## config.mk

```make
export PLATFORM = sky130hd
export DESIGN_NAME = reg_dump_unit_flat
export DESIGN_NICKNAME = d
export VERILOG_FILES = /design/src/rtl/reg_dump_unit_if.sv /design/src/rtl/reg_dump_unit.sv /design/src/flat_wrapper.sv
export SDC_FILE = /design/constraint.sdc
export NUM_CORES = 1
export LEC_CHECK = 0
export BUFFER_PORTS_ARGS = -buffer_cell sky130_fd_sc_hd__buf_2
export CAP_MARGIN = 20
export CORE_MARGIN = 4
export CORE_UTILIZATION = 54
export CTS_BUF_LIST = sky130_fd_sc_hd__clkbuf_8
export DETAILED_ROUTE_END_ITERATION = 8
export PLACE_DENSITY = 0.75
export SLEW_MARGIN = 20
export SYNTH_ARGS = -nofsm -noshare
export SYNTH_HDL_FRONTEND = slang
export SYNTH_SLANG_ARGS = --single-unit
```

## constraint.sdc

```tcl
create_clock -name clk -period 3.2 [get_ports clk]
set_input_delay 0.32 -clock clk [delete_from_list [all_inputs] [get_ports clk]]
set_output_delay 0.32 -clock clk [all_outputs]
set_load 0.03 [all_outputs]
```

## src/rtl/reg_dump_unit_if.sv

```systemverilog
// reg_dump_unit_if: byte stream towards the debug UART plus the register-file B read port.
interface reg_dump_unit_if #(
    parameter int SEL_WIDTH = 4
);
    logic [7:0]           tx_data;
    logic                 tx_valid;
    logic                 tx_ready;
    logic [SEL_WIDTH-1:0] rf_select;
    logic [7:0]           rf_data;
    modport master (output tx_data, tx_valid, rf_select, input tx_ready, rf_data);
    modport slave  (input tx_data, tx_valid, rf_select, output tx_ready, rf_data);
endinterface

```

## src/rtl/reg_dump_unit.sv

```systemverilog
// reg_dump_unit: halts the core and streams header, every register and an optional checksum byte.
module reg_dump_unit #(
    parameter int         NUM_REGS      = 16,
    parameter int         SEL_WIDTH     = 4,
    parameter logic [7:0] HEADER        = 8'hA5,
    parameter bit         SEND_CHECKSUM = 1'b1
) (
    input  logic            clk,
    input  logic            reset,
    input  logic            start,
    output logic            halt_req,
    output logic            busy,
    output logic            done,
    reg_dump_unit_if.master bus
);
    typedef enum logic [2:0] {IDLE, HEADER_S, LOAD, SEND, CKSUM, FINISH} state_t;
    localparam logic [SEL_WIDTH-1:0] LAST = SEL_WIDTH'(NUM_REGS - 1);
    state_t               state_q, state_d;
    logic [7:0]           tx_data_q, tx_data_d, acc_q, acc_d;
    logic                 tx_valid_q, tx_valid_d;
    logic [SEL_WIDTH-1:0] index_q, index_d;
    logic                 xfer;
    assign xfer          = tx_valid_q && bus.tx_ready;
    assign bus.tx_data   = tx_data_q;
    assign bus.tx_valid  = tx_valid_q;
    assign bus.rf_select = (state_q == LOAD) ? index_q : '0;
    assign busy          = (state_q != IDLE) && (state_q != FINISH);
    assign halt_req      = busy;
    assign done          = (state_q == FINISH);
    always_ff @(posedge clk) begin
        if (reset) begin
            state_q    <= IDLE;
            tx_data_q  <= '0;
            tx_valid_q <= 1'b0;
            acc_q      <= '0;
            index_q    <= '0;
        end else begin
            state_q    <= state_d;
            tx_data_q  <= tx_data_d;
            tx_valid_q <= tx_valid_d;
            acc_q      <= acc_d;
            index_q    <= index_d;
        end
    end
    always_comb begin
        state_d    = state_q;
        tx_data_d  = tx_data_q;
        tx_valid_d = tx_valid_q;
        acc_d      = acc_q;
        index_d    = index_q;
        case (state_q)
            IDLE: if (start) begin
                state_d    = HEADER_S;
                tx_data_d  = HEADER;
                tx_valid_d = 1'b1;
                acc_d      = HEADER;
                index_d    = '0;
            end
            HEADER_S: if (xfer) begin
                state_d    = LOAD;
                tx_valid_d = 1'b0;
            end
            LOAD: begin
                state_d    = SEND;
                tx_data_d  = bus.rf_data;
                acc_d      = acc_q + bus.rf_data;
                tx_valid_d = 1'b1;
            end
            SEND: if (xfer) begin
                tx_valid_d = 1'b0;
                if (index_q != LAST) begin
                    index_d = index_q + SEL_WIDTH'(1);
                    state_d = LOAD;
                end else if (SEND_CHECKSUM) begin
                    // checksum makes the mod-256 sum of the whole frame zero
                    state_d    = CKSUM;
                    tx_data_d  = 8'h00 - acc_q;
                    tx_valid_d = 1'b1;
                end else begin
                    state_d = FINISH;
                end
            end
            CKSUM: if (xfer) begin
                state_d    = FINISH;
                tx_valid_d = 1'b0;
            end
            FINISH: begin
                state_d   = IDLE;
                tx_data_d = '0;
                acc_d     = '0;
                index_d   = '0;
            end
            default: state_d = IDLE;
        endcase
    end
endmodule

```

## src/flat_wrapper.sv

```systemverilog
// flat-port wrapper written by rule: the top's interface ports become plain ports
module reg_dump_unit_flat 
#(
    parameter int         NUM_REGS      = 16,
    parameter int         SEL_WIDTH     = 4,
    parameter logic [7:0] HEADER        = 8'hA5,
    parameter bit         SEND_CHECKSUM = 1'b1
)
  (clk, reset, start, halt_req, busy, done, bus_tx_data, bus_tx_valid, bus_rf_select, bus_tx_ready, bus_rf_data);
  reg_dump_unit_if #(.SEL_WIDTH(SEL_WIDTH)) bus_i ();
  input  logic clk;
  input  logic reset;
  input  logic start;
  output logic halt_req;
  output logic busy;
  output logic done;
  output wire logic [$bits(bus_i.tx_data)-1:0] bus_tx_data;
  output wire logic [$bits(bus_i.tx_valid)-1:0] bus_tx_valid;
  output wire logic [$bits(bus_i.rf_select)-1:0] bus_rf_select;
  input wire logic [$bits(bus_i.tx_ready)-1:0] bus_tx_ready;
  input wire logic [$bits(bus_i.rf_data)-1:0] bus_rf_data;
  assign bus_tx_data = bus_i.tx_data;
  assign bus_tx_valid = bus_i.tx_valid;
  assign bus_rf_select = bus_i.rf_select;
  assign bus_i.tx_ready = bus_tx_ready;
  assign bus_i.rf_data = bus_rf_data;
  reg_dump_unit #(.NUM_REGS(NUM_REGS), .SEL_WIDTH(SEL_WIDTH), .HEADER(HEADER), .SEND_CHECKSUM(SEND_CHECKSUM)) u_core (.clk(clk), .reset(reset), .start(start), .halt_req(halt_req), .busy(busy), .done(done), .bus(bus_i));
endmodule
```

## Word-level counts from Yosys, hierarchy flattened

Cells that the tools add are included.

- $add $sub $neg: 3
- Equality and inequality tests: 14
- Mux-type cells: 21
- Reductions and logical operators: 14

Operator list:

| kind | count |
|---|---|
| case mux 8 bit (4 select lines) | 1 |
| 2-to-1 mux 8 bit | 3 |
| case mux 8 bit (3 select lines) | 1 |
| 2-to-1 mux 4 bit | 4 |
| AND reduction 4 bit | 4 |
| 2-to-1 mux 3 bit | 5 |
| case mux 3 bit (5 select lines) | 1 |
| case mux 4 bit (3 select lines) | 1 |
| != test 2 x 1 -> 1 bit (second input constant) | 5 |
| nonzero test 3 bit | 3 |
| adder 8 bit | 1 |
| nonzero test 4 bit | 2 |
| subtractor 1 x 8 -> 8 bit (first input constant) | 1 |
| == test 3 x 2 -> 1 bit (second input constant) | 2 |
| == test 3 bit (second input constant) | 2 |
| adder 4 x 1 -> 4 bit (second input constant) | 1 |
| 2-to-1 mux 1 bit | 4 |
| != test 2 bit (second input constant) | 2 |
| != test 4 bit (second input constant) | 1 |
| case mux 1 bit (4 select lines) | 1 |
| == test 3 x 1 -> 1 bit (second input constant) | 1 |
| logical NOT 3 bit | 1 |
| != test 3 bit (second input constant) | 1 |
| logical AND 1 bit | 2 |
| 2 further kinds | 2 |

- Flip-flop bits (word level): 24
- Input bits: 12
- Output and inout port bits: 16
- Word-level logic and storage cells: 57

## Depth between registers and ports, before layout

- Depth in word-level cells: 4
- Gate-level depth with buffers: 9
- Mapped depth without buffers: 9

## Worst setup path before layout

OpenSTA, ideal clock, no wires.

- Path kind: register to output
- Start point: register u_core.state_q[0]
- End point: output halt_req
- Arrival time: 1826 ps
- Required time: 2880 ps
- Slack: 1054 ps
- Cell stages (with the launch flop): 6
- Path buffers: 3
- Path through: dfxtp_1 > buf_6 > clkbuf_1 > and2_0 > o21ai_0 > buf_4

- Word-level cells in the longest chain between the ends: 2
- Elaborated cells on any way between the ends: 3
- Classes of those cells: 1 x eq/ne; 2 x reduce/logical

Ends and longest elaborated chain:

| item | line | RTL |
|---|---|---|
| start: declaration | reg_dump_unit.sv:18 | `state_t state_q, state_d;` |
| start signal: assignment | reg_dump_unit.sv:38 | `state_q <= state_d;` |
| != test 3 bit or nonzero test 3 bit (tied branches) | reg_dump_unit.sv:27 | `assign busy = (state_q != IDLE) && (state_q != FINISH);` |
| logical AND 1 bit (*) | reg_dump_unit.sv:27 |  |
| end: declaration | flat_wrapper.sv:14 | `output logic halt_req;` |

Every way passes the cells marked *; elsewhere a longest branch is shown, timed or not.

## Worst setup path in the final report

- Start point: register u_core.state_q[0]
- End point: output bus_rf_select[3]

- Word-level cells in the longest chain between the ends: 2

Ends and longest elaborated chain:

| item | line | RTL |
|---|---|---|
| == test 3 x 2 -> 1 bit | reg_dump_unit.sv:26 | `assign bus.rf_select = (state_q == LOAD) ? index_q : '0;` |
| 2-to-1 mux 4 bit | reg_dump_unit.sv:26 |  |
| end: declaration | flat_wrapper.sv:19 | `output wire logic [$bits(bus_i.rf_select)-1:0] bus_rf_select;` |

No other way between the ends.

==> results.json <==
{
  "status": "complete, no violations",
  "track_usage_pct": 20.8,
  "antenna_left": 0,
  "fin_crit_sh_pct": 67.3,
  "crit_required_ns": 2.88,
  "crit_type": "reg2out",
  "r2r_cells": 7,
  "synthAdderAreaFrac_pct": 8.53,
  "cts_setup_buffers": 0,
  "crit_fanout": 24,
  "synth_area_um2": 1560,
  "min_to": "u_core.bus.tx_data[6]",
  "antenna_cells": 0,
  "power_uw": 715,
  "post_cts_resized": 0,
  "coreArea_um2": 2760,
  "die_area_um2": 3800,
  "grt_start_max_net_pins": 25,
  "synth.area.mux_share_pct": 1.45,
  "die_x_um": 61.7,
  "gp_congestion": 0.841,
  "synth_xor_area_share_pct": 8.45,
  "r2r-end": "u_core.acc_q[7]",
  "p_per_area_nw_per_um2": 412,
  "rsz0062_at_grt": "false",
  "async_flop_share_pct": 0,
  "initial_core_util_pct": 56.4,
  "cp.depth": 3,
  "yosys.area_share.simple_pct": 27.8,
  "p_leak_nw": 0.754,
  "yosysTopAreaCell": "dfxtp_1",
  "syn_to_final_growth_pct": 11.6,
  "clkPwrFrac_pct": 29.5,
  "worst_slew_pin_slew_ns": 0.737,
  "ios": 28,
  "synth_area_leaders": "dfxtp_1 31%, nor2_1 7.7%, ha_1 7.2%",
  "cp_num_buf_inv": 1,
  "p_int_uw": 496,
  "comb_power_share_pct": 23.3,
  "critical-path-max-stage-delay_ns": 0.81,
  "viasPerCell": 5.81,
  "fp.dieH_um": 61.7,
  "power_switching_uw": 219,
  "swShare_pct": 30.6,
  "crit_arrival_ns": 1.83,
  "fin_skew_ns": 0.00747,
  "io_buffers": 27,
  "ff2ff_setup_slack_ns": 1.10,
  "cap_violations": 0,
  "yosys_warnings": 0,
  "routed_wl_mm": 3.62,
  "ys_ff_latch": 24,
  "grt_first_pass_wirelength_mm": 6.04,
  "holdPathStages": 3,
  "yosys.area.top_type_share_pct": 30.9,
  "synth_top_family_by_area": "simple AND/OR/NAND/NOR gates",
  "htreeDepth": 1,
  "p_seq_share_pct": 47.2,
  "cts_hold_buf": 0,
  "fmaxAchievable_ghz": 0.464,
  "nNetsFinal": 235,
  "syn_inst": 188,
  "slew_violations": 0,
  "cp_cell_sequence": "nor2_1 > and2_1 > buf_2",
  "synth-compound-area-share_pct": 17.9,
  "antenna_found_initial": 0,
  "post-dp-hpwl_mm": 2.74,
  "cts_buffer_depth": 2,
  "syn-num-nets": 210,
  "ir_drop_uv": 267,
  "fin_tns_setup_ns": 0,
  "crit_path_start_kind": "flop",
  "wl_per_cell_um": 14.9,
  "finalHoldViolCount": 0,
  "cts_root_buf": "clkbuf_8",
  "clock-sinks": 24,
  "numCtsBuffers": 3,
  "synth_cell_types": 46,
  "cts_tree": "yes",
  "worstSkewPairLatency_ns": 0.27,
  "rows": 19,
  "fin_crit_ns": 2.15,
  "vias": 1411,
  "grt_pass1_vias": 1305,
  "drive_gt1_share_pct": 21.2,
  "setup_viol": 0,
  "slowest_stage": "dfxtp_1",
  "holdCritPathClass": "in2reg",
  "drt_first_pass_iters": 4,
  "slew_headroom_pct": 50.8,
  "reg2reg_from": "u_core.acc_q[1]",
  "drtIter0Drc": 74,
  "gr-total-overflow": 0,
  "clk_pin_slew_ns": 0.09,
  "synth_enable_flop_cells": 0,
  "synth_flop_cell": "dfxtp_1",
  "syn_avg_cell_area_um2": 8.27,
  "end_kind": "primary output",
  "seq_area_frac_synth_pct": 30.9,
  "hp-start": "bus_rf_data[6]",
  "drc": 0,
  "critPathTopFamily": "flip-flops"
}
worst reg2reg max path, delay by kind of cell, from the launching register on:
family | cells | cell delay, ns
AO/OA/AOI/OAI | 5 | 1.03
XOR/XNOR | 1 | 0.17
adder cells (fa/ha/maj) | 1 | 0.30
flip-flops | 1 | 0.49
cell type report:
type / instances / area [µm²]
tap: 31 / 38.8
timing repair buffer: 27 / 135
sequential: 24 / 480
clock buffer: 4 / 55.1
multi-input combinational: 149 / 996
fill: 236 / 1020
inverter: 8 / 30.0
registers in the layout, summed over array words and instances, names as in the netlist:
register and cells:
u_core.acc_q 8, u_core.index_q 4, u_core.bus.tx_valid 1, u_core.bus.tx_data 8, u_core.state_q 3
kinds of logic (layout without fill, tap and decap cells):
group                    Yosys count  after routing
AO/OA/AOI/OAI                     43             43
XOR/XNOR                          15             15
adder cells (fa/ha/maj)           10             10
buffers and inverters             15             39
flip-flops                        24             24
multiplexers                       2              2
AND/OR/NAND/NOR                   79             79
cells in the final DEF, fill, tap and decap left out, types with 2 or more instances in the layout:
cell type / n
nor2_1: 32
buf_2: 27
dfxtp_1: 24
o21ai_0: 13
nand2_1: 11
a21oi_1: 11
xnor2_1: 10
ha_1: 9
inv_1: 8
nand2b_1: 5
xor2_1: 5
nor3_1: 5
and2_1: 4
a22oi_1: 4
clkbuf_8: 4
and3_1: 3
o31ai_1: 3
a2111oi_0: 3
nand3_1: 3
or2_2: 2
a31oi_1: 2
nor4b_1: 2
mux2_2: 2
layer usage:
metal | global-route usage (%) | share of wire (%) | vias to the layer above
met5 | 0 | 0 | -
met4 | 5.76 | 0.83 | 0
met3 | 2.73 | 6.3 | 3
met2 | 31.7 | 45 | 48
met1 | 30.5 | 48 | 649
li1 | - | - | 711
worst max path at each step:
stage	from	to	slack, ns
2_1_floorplan	u_core.state_q[0]	halt_req	1.05
3_3_place_gp	u_core.acc_q[1]	u_core.acc_q[7]	1.18
3_5_place_dp	u_core.acc_q[1]	u_core.acc_q[7]	1.10
4_1_cts	u_core.state_q[0]	bus_rf_select[3]	1.06
5_1_grt	u_core.acc_q[0]	u_core.acc_q[6]	0.89
6_report	u_core.state_q[0]	bus_rf_select[3]	1.05
power by group through the flow:
| stage | sequential, mW | combinational, mW | clock [mW] |
|---|---|---|---|
| 2_1_floorplan | 0.350 | 0.122 | 0 |
| 3_3_place_gp | 0.343 | 0.162 | 0 |
| 3_5_place_dp | 0.344 | 0.165 | 0 |
| 4_1_cts | 0.337 | 0.167 | 0.213 |
| 5_1_grt | 0.341 | 0.184 | 0.226 |
| 6_report | 0.337 | 0.167 | 0.211 |
Yosys cell counts (all sizes together), types with 2 or more instances:
cell type	count
nand2	12
o21ai	13
ha	9
nor3	6
and2	6
or2	2
clkbuf	2
inv	8
a31oi	2
o31ai	3
and3	3
dfxtp	24
nand4	2
xnor2	10
nand3	3
nor2	33
nor4b	2
buf	4
a21oi	11
xor2	5
a2111oi	4
nand2b	5
a22oi	4
mux2	2
stage by stage:
step	setup slack, ns	area, µm²	instances	hold slack (ns)	utilization [%]
global route	0.892	1740	243	0.337	62.9
CTS	1.06	1740	243	0.339	62.9
global placement	1.18	1680	239	0.455	60.9
floorplan	1.05	1560	188	0.480	-
detailed placement	1.10	1680	239	0.453	60.9
finish	1.05	1740	243	0.343	62.9
No activity file was read; power rests on OpenSTA's default activity.
